### src/rtl/reservation_station.sv
// -----------------------------------------------------------------------------
// reservation_station
//
// An operand-tracking reservation station that sits between issue and one
// functional unit. Each entry holds an op, an immediate, a result tag and two
// operands. Each operand is either a known value or pending on a producer tag.
// Pending operands capture results broadcast on the common data bus (CDB).
// The lowest-index entry whose operands are all available is offered to the
// functional unit.
//
// Format field (op[18:17]) encoding used here:
//   2'b00 R-type: both operands are required; imm is carried but unused.
//   2'b01 I-type: only rs1 is required; the rs2 pending state is ignored.
//   others      : both operands are required.
//
// Optional feature macro: RS_WAKEUP_BYPASS_EN
//   defined   - zero-cycle wakeup. An entry whose last pending operand matches
//               the current CDB broadcast is ready in that same cycle, and
//               cdb_value_i is muxed into disp_a_o/disp_b_o.
//   undefined - one-cycle wakeup. There is no CDB-to-dispatch combinational
//               path.
//
// Ports
//   clk_i, rst_i               clock; synchronous active-high reset
//   flush_i                    drop every entry at the next edge
//   issue_valid_i/ready_o      issue handshake
//   issue_op_i                 {format[1:0], funct7, funct3, opcode}
//   issue_imm_i, issue_dest_tag_i
//   issue_rs{1,2}_virtual_i    1: operand is pending on issue_rs{1,2}_tag_i
//   issue_rs{1,2}_tag_i/value_i
//   cdb_valid_i/tag_i/value_i  result broadcast; tag 0 wakes nothing
//   disp_valid_o/ready_i       dispatch handshake
//   disp_op_o, disp_imm_o, disp_dest_tag_o, disp_a_o, disp_b_o
//   occupancy_o                number of valid entries
// -----------------------------------------------------------------------------
module reservation_station #(
    parameter int unsigned DEPTH = 4,
    parameter int unsigned XLEN  = 64,
    parameter int unsigned TAG_W = 3
) (
    input  logic                           clk_i,
    input  logic                           rst_i,
    input  logic                           flush_i,

    input  logic                           issue_valid_i,
    output logic                           issue_ready_o,
    input  logic [18:0]                    issue_op_i,
    input  logic [11:0]                    issue_imm_i,
    input  logic [TAG_W-1:0]               issue_dest_tag_i,
    input  logic                           issue_rs1_virtual_i,
    input  logic [TAG_W-1:0]               issue_rs1_tag_i,
    input  logic [XLEN-1:0]                issue_rs1_value_i,
    input  logic                           issue_rs2_virtual_i,
    input  logic [TAG_W-1:0]               issue_rs2_tag_i,
    input  logic [XLEN-1:0]                issue_rs2_value_i,

    input  logic                           cdb_valid_i,
    input  logic [TAG_W-1:0]               cdb_tag_i,
    input  logic [XLEN-1:0]                cdb_value_i,

    output logic                           disp_valid_o,
    input  logic                           disp_ready_i,
    output logic [18:0]                    disp_op_o,
    output logic [11:0]                    disp_imm_o,
    output logic [TAG_W-1:0]               disp_dest_tag_o,
    output logic [XLEN-1:0]                disp_a_o,
    output logic [XLEN-1:0]                disp_b_o,

    output logic [$clog2(DEPTH+1)-1:0]     occupancy_o
);

    localparam int unsigned IDX_W = $clog2(DEPTH);
    localparam int unsigned OCC_W = $clog2(DEPTH + 1);
    localparam logic [1:0]  FMT_I = 2'b01;

    // Entry state: only the valid bits are reset; payload is qualified by valid.
    logic [DEPTH-1:0]  valid_q, valid_d;
    logic [18:0]       op_q   [DEPTH];
    logic [11:0]       imm_q  [DEPTH];
    logic [TAG_W-1:0]  dest_q [DEPTH];
    logic [DEPTH-1:0]  p1_q, p2_q;
    logic [TAG_W-1:0]  t1_q   [DEPTH];
    logic [TAG_W-1:0]  t2_q   [DEPTH];
    logic [XLEN-1:0]   v1_q   [DEPTH];
    logic [XLEN-1:0]   v2_q   [DEPTH];

    logic [OCC_W-1:0]  occ_q, occ_d;

    logic              cdb_hit;
    logic [DEPTH-1:0]  match1, match2;
    logic [DEPTH-1:0]  rdy1, rdy2, entry_ready;

    logic              disp_found;
    logic [IDX_W-1:0]  disp_sel;
    logic              free_found;
    logic [IDX_W-1:0]  free_idx;

    logic              issue_fire;
    logic              disp_fire;

    logic              iss_match1, iss_match2;
    logic              iss_p1, iss_p2;
    logic [XLEN-1:0]   iss_v1, iss_v2;

    // CDB tag 0 means "no producer" and never wakes anything.
    assign cdb_hit = cdb_valid_i && (cdb_tag_i != '0);

    always_comb begin
        match1      = '0;
        match2      = '0;
        rdy1        = '0;
        rdy2        = '0;
        entry_ready = '0;
        for (int i = 0; i < int'(DEPTH); i++) begin
            match1[i] = valid_q[i] && p1_q[i] && cdb_hit && (t1_q[i] == cdb_tag_i);
            match2[i] = valid_q[i] && p2_q[i] && cdb_hit && (t2_q[i] == cdb_tag_i);
`ifdef RS_WAKEUP_BYPASS_EN
            rdy1[i] = !p1_q[i] || match1[i];
            rdy2[i] = !p2_q[i] || match2[i];
`else
            rdy1[i] = !p1_q[i];
            rdy2[i] = !p2_q[i];
`endif
            entry_ready[i] = valid_q[i] && rdy1[i] &&
                             ((op_q[i][18:17] == FMT_I) || rdy2[i]);
        end
    end

    // Lowest-index pick: scan downwards so the last hit is the lowest index.
    always_comb begin
        disp_found = 1'b0;
        disp_sel   = '0;
        free_found = 1'b0;
        free_idx   = '0;
        for (int i = int'(DEPTH) - 1; i >= 0; i--) begin
            if (entry_ready[i]) begin
                disp_found = 1'b1;
                disp_sel   = IDX_W'(i);
            end
            if (!valid_q[i]) begin
                free_found = 1'b1;
                free_idx   = IDX_W'(i);
            end
        end
    end

    // Readiness is taken from pre-dispatch state, so a slot freed by dispatch
    // this cycle is not offered to issue until the next cycle.
    assign issue_ready_o = free_found;
    assign issue_fire    = issue_valid_i && free_found && !flush_i;
    assign disp_fire     = disp_found && disp_ready_i;

    assign disp_valid_o    = disp_found;
    assign disp_op_o       = op_q[disp_sel];
    assign disp_imm_o      = imm_q[disp_sel];
    assign disp_dest_tag_o = dest_q[disp_sel];
`ifdef RS_WAKEUP_BYPASS_EN
    assign disp_a_o = match1[disp_sel] ? cdb_value_i : v1_q[disp_sel];
    assign disp_b_o = match2[disp_sel] ? cdb_value_i : v2_q[disp_sel];
`else
    assign disp_a_o = v1_q[disp_sel];
    assign disp_b_o = v2_q[disp_sel];
`endif
    assign occupancy_o = occ_q;

    // Issue-time wakeup: a producer broadcasting in the issue cycle is caught
    // here, since the new entry is not yet visible to the per-entry match.
    assign iss_match1 = cdb_hit && (issue_rs1_tag_i == cdb_tag_i);
    assign iss_match2 = cdb_hit && (issue_rs2_tag_i == cdb_tag_i);
    assign iss_p1     = issue_rs1_virtual_i && !iss_match1;
    assign iss_p2     = issue_rs2_virtual_i && !iss_match2;
    assign iss_v1     = (issue_rs1_virtual_i && iss_match1) ? cdb_value_i : issue_rs1_value_i;
    assign iss_v2     = (issue_rs2_virtual_i && iss_match2) ? cdb_value_i : issue_rs2_value_i;

    always_comb begin
        valid_d = valid_q;
        occ_d   = occ_q;
        if (disp_fire) begin
            valid_d[disp_sel] = 1'b0;
        end
        if (issue_fire) begin
            valid_d[free_idx] = 1'b1;
        end
        unique case ({issue_fire, disp_fire})
            2'b10:   occ_d = occ_q + OCC_W'(1);
            2'b01:   occ_d = occ_q - OCC_W'(1);
            default: occ_d = occ_q;
        endcase
        if (flush_i) begin
            valid_d = '0;
            occ_d   = '0;
        end
    end

    always_ff @(posedge clk_i) begin
        if (rst_i) begin
            valid_q <= '0;
            occ_q   <= '0;
        end else begin
            valid_q <= valid_d;
            occ_q   <= occ_d;
        end
    end

    // Payload: written on issue, otherwise operands capture matching CDB data.
    always_ff @(posedge clk_i) begin
        for (int i = 0; i < int'(DEPTH); i++) begin
            if (issue_fire && (free_idx == IDX_W'(i))) begin
                op_q[i]   <= issue_op_i;
                imm_q[i]  <= issue_imm_i;
                dest_q[i] <= issue_dest_tag_i;
                p1_q[i]   <= iss_p1;
                t1_q[i]   <= issue_rs1_tag_i;
                v1_q[i]   <= iss_v1;
                p2_q[i]   <= iss_p2;
                t2_q[i]   <= issue_rs2_tag_i;
                v2_q[i]   <= iss_v2;
            end else begin
                if (match1[i]) begin
                    p1_q[i] <= 1'b0;
                    v1_q[i] <= cdb_value_i;
                end
                if (match2[i]) begin
                    p2_q[i] <= 1'b0;
                    v2_q[i] <= cdb_value_i;
                end
            end
        end
    end

endmodule

### config.mk
export PLATFORM = sky130hd
export DESIGN_NAME = reservation_station
export DESIGN_NICKNAME = d
export VERILOG_FILES = /design/src/rtl/reservation_station.sv
export SDC_FILE = /design/constraint.sdc
export NUM_CORES = 1
export LEC_CHECK = 0
export CORE_ASPECT_RATIO = 0.5
export CORE_UTILIZATION = 55
export CTS_BUF_LIST = sky130_fd_sc_hd__clkbuf_16
export DETAILED_ROUTE_END_ITERATION = 10
export PLACE_DENSITY = 0.86
export SYNTH_ARGS = -nofsm -noshare
export SYNTH_HDL_FRONTEND = slang
export SYNTH_SLANG_ARGS = --single-unit
export TNS_END_PERCENT = 20
### constraint.sdc
create_clock -name clk_i -period 23 [get_ports clk_i]
set_input_delay 4.6 -clock clk_i [delete_from_list [all_inputs] [get_ports clk_i]]
set_output_delay 4.6 -clock clk_i [all_outputs]
set_load 0.01 [all_outputs]
==> impl_metrics.env <==
export IMPL_cell_internal_pwr_mw=2.08
export IMPL_critical_path_endpoint_type="output pin"
export IMPL_timing_final_crit_period_ps=10820
export IMPL_post_cts_hold_buffer_count=0
export IMPL_maximum_number_of_pins_on_one_net_before_global_route_repair=163
export IMPL_netlist_area_mm2=0.0340
export IMPL_drv_max_cap_violation_count=0
export IMPL_hold_worst_slack_ps=508
export IMPL_synth_warning_count=0
export IMPL_syn_nets=2602
export IMPL_finalCritPeriodShare_pct=47.1
export IMPL_placedCellCount=3410
export IMPL_ys_dominant_reg_cell="edfxtp_1"
export IMPL_crit_path_max_fanout=85
export IMPL_critPathKind="reg2out"
export IMPL_drt_iter0_markers=2881
export IMPL_p_seq_share_pct=52.8
export IMPL_syn_to_final_growth_pct=19.2
export IMPL_firstDrtPassIters=6
export IMPL_peakVddDrop_mv=0.0625
export IMPL_clock_path_buffers=3
export IMPL_post_synthesis_area_per_instance_um2=14.4
export IMPL_fin_tns_setup_ps=0
export IMPL_worst_min_delay_path_class="reg2reg"
export IMPL_dpl_hpwl_um=60300
export IMPL_p_sw_share_pct=21.7
export IMPL_post_synth_main_area_contributors="edfxtp_1 60%, mux2_2 15%, a311oi_1 4.2%"
export IMPL_part_of_the_power_in_combinational_logic_pct=8.2
export IMPL_post_synth_top_count_cell="edfxtp_1"
export IMPL_number_of_stages_on_the_worst_hold_path=2
export IMPL_synth_enable_flop_cells=680
export IMPL_post_synth_most_frequent_cells="680 x edfxtp_1, 461 x mux2_2, 174 x o21ai_0, 169 x inv_1"
export IMPL_p_sw_mw=0.579
export IMPL_r2r_worst_path_cells=10
export IMPL_gpl_final_weighted_congestion=0.873
export IMPL_final_setup_viol_count=0
export IMPL_via_per_inst=6.72
export IMPL_crit_arrival_ps=6220
export IMPL_leakagePower_nw=13.2
export IMPL_drive_gt1_share_pct=23.2
export IMPL_route_final_wire_length_um=104000
export IMPL_maxSlewViolCount=0
export IMPL_worstSetupStartpointType="flop"
export IMPL_core_area_mm2=0.0601
export IMPL_cts_htree_levels=2
export IMPL_status="completed"
export IMPL_grt_antenna_before_repair=32
export IMPL_placedInstanceArea_mm2=0.0384
export IMPL_postRouteAntennaNets=0
export IMPL_syn_inst=2357
export IMPL_fp_dieArea_mm2=0.0629
export IMPL_layout_cells_non_filler=3561
export IMPL_cp_data_required_time_ps=18400
export IMPL_port_buffer_count=409
export IMPL_die_w_um=354
export IMPL_postLayoutCoreUtil_pct=67.3
export IMPL_chipHeight_um=178
export IMPL_detailroute_via_count=23900
export IMPL_floorplan_io_pins=410
export IMPL_ctsResizeCount=0
export IMPL_final_hold_viol_count=0
export IMPL_wl_met2_um=51000
export IMPL_clock_insertion_delay_worst_skew_ps=630
export IMPL_synth_seq_area_share_pct=60.5
export IMPL_cts_made_buffers=60
export IMPL_nets=2905
export IMPL_synth_async_sr_flop_share_pct=0
export IMPL_power_density_mw_per_mm2=65.7
export IMPL_post_place_ws_ps=13060
export IMPL_drt_met1_wl_um=37100
export IMPL_top_layer_used="met4"
export IMPL_ys_ff_latch=687
export IMPL_max_slew_worst_pin_slew_ps=1300
export IMPL_max_freq_mhz=92.4
export IMPL_layout_cell_area_non_filler_mm2=0.0405
export IMPL_cts_clk_slew_worst_paths_ps=70
export IMPL_synth_distinct_cells=43
export IMPL_ctsRootBufferMaster="clkbuf_16"
export IMPL_power_frac_clock_pct=39.0
export IMPL_grt_first_pass_wirelength_um=152000
export IMPL_grtUsageTotal_pct=32.1
export IMPL_routed_wire_length_per_instance_um=29.2
export IMPL_placement_rows=63
export IMPL_tritoncts="yes"
export IMPL_clock_skew_ps=31.3
export IMPL_max_slew_margin_pct=13.3
export IMPL_setup_ws_ps=12180
export IMPL_numClockSinks=687
export IMPL_floorplan_initialDensity_pct=56.5
export IMPL_vias_in_the_first_global_route=24200
export IMPL_power_mw=2.66
export IMPL_grt_setup_unrepaired="no"
export IMPL_synth_top_cell_area_share_pct=60.1
export IMPL_dr_wl_met3_um=9020
export IMPL_global_route_overflow=0
export IMPL_cts_setup_buffers=0
export IMPL_detail_route_drc_violations=0
export IMPL_yosys_area_top_type="edfxtp_1"
final cells by class:
type                    instances  area (um^2)
clock buffers                  62         1550
fillers                      3998        19600
well taps                     812         1020
flip-flops and latches        687        20600
inverters                     169          634
repair buffers                456         4460
diodes                         37         92.6
multi-input cells            1286        11800
clock inverters                52          430
kinds of logic after synthesis:
logic type | share of synthesized area (%)
muxes | 17.0
buffers and inverters | 5.40
adders and majority gates | 0.0957
xor gates and xnor gates | 0.825
AOI/OAI and AO/OA | 15.2
and+or+nand+nor | 0.953
DFF | 60.5
power by group through the flow:
stage | sequential, mW | clock (mW) | combinational (mW)
4_1_cts | 1.41 | 1.04 | 0.216
2_1_floorplan | 1.43 | 0 | 0.101
5_1_grt | 1.41 | 1.09 | 0.229
6_report | 1.41 | 1.04 | 0.218
3_5_place_dp | 1.43 | 0 | 0.214
3_3_place_gp | 1.43 | 0 | 0.206
layer usage:
metal  vias to the layer above  track usage, %
met5                         -               0
met4                         0            22.3
met3                       374            4.56
met2                      1622            53.1
met1                     11900            39.6
li1                      10100               -
flip-flops by register name, summed over array words and instances, names as in the netlist, 12 cells and up:
signal	flops
t1_q	12
v2_q	256
dest_q	12
op_q	76
imm_q	48
v1_q	256
t2_q	12
path summary, 6_finish.rpt:
path,from,end,slack [ps]
setup reg to reg,op_q[2][18],occupancy_o[2],18360
setup / recovery,op_q[2][18],disp_b_o[3],12180
hold / removal,occupancy_o[2],occupancy_o[2],510
hold reg to reg,occupancy_o[2],occupancy_o[2],510
critical path: stages (launching register included):
cell             delay (ps)
edfxtp_1                420
nand2b_4                940
buf_4                  1060
a21oi_1                 290
o31ai_4                 960
buf_4                   810
o2bb2ai_1               290
clkdlybuf4s50_1         620
cell usage in the layout (no fill, tap or decap), types with 6 or more instances in the layout:
cell	n
xor2_1	25
or4_4	7
clkbuf_16	62
a311oi_1	162
inv_1	180
a21oi_4	8
edfxtp_1	680
clkdlybuf4s50_1	409
o2bb2ai_1	162
o21ai_0	166
clkinv_2	14
clkinv_1	15
nand2_1	10
bufinv_16	7
mux2_2	461
mux2_1	51
a21oi_1	6
buf_4	46
diode_2	37
o21ai_4	10
xnor2_1	7
a211oi_1	161
nor2_1	12
dfxtp_1	7
Note: power is estimated with default switching activity, not from simulation.
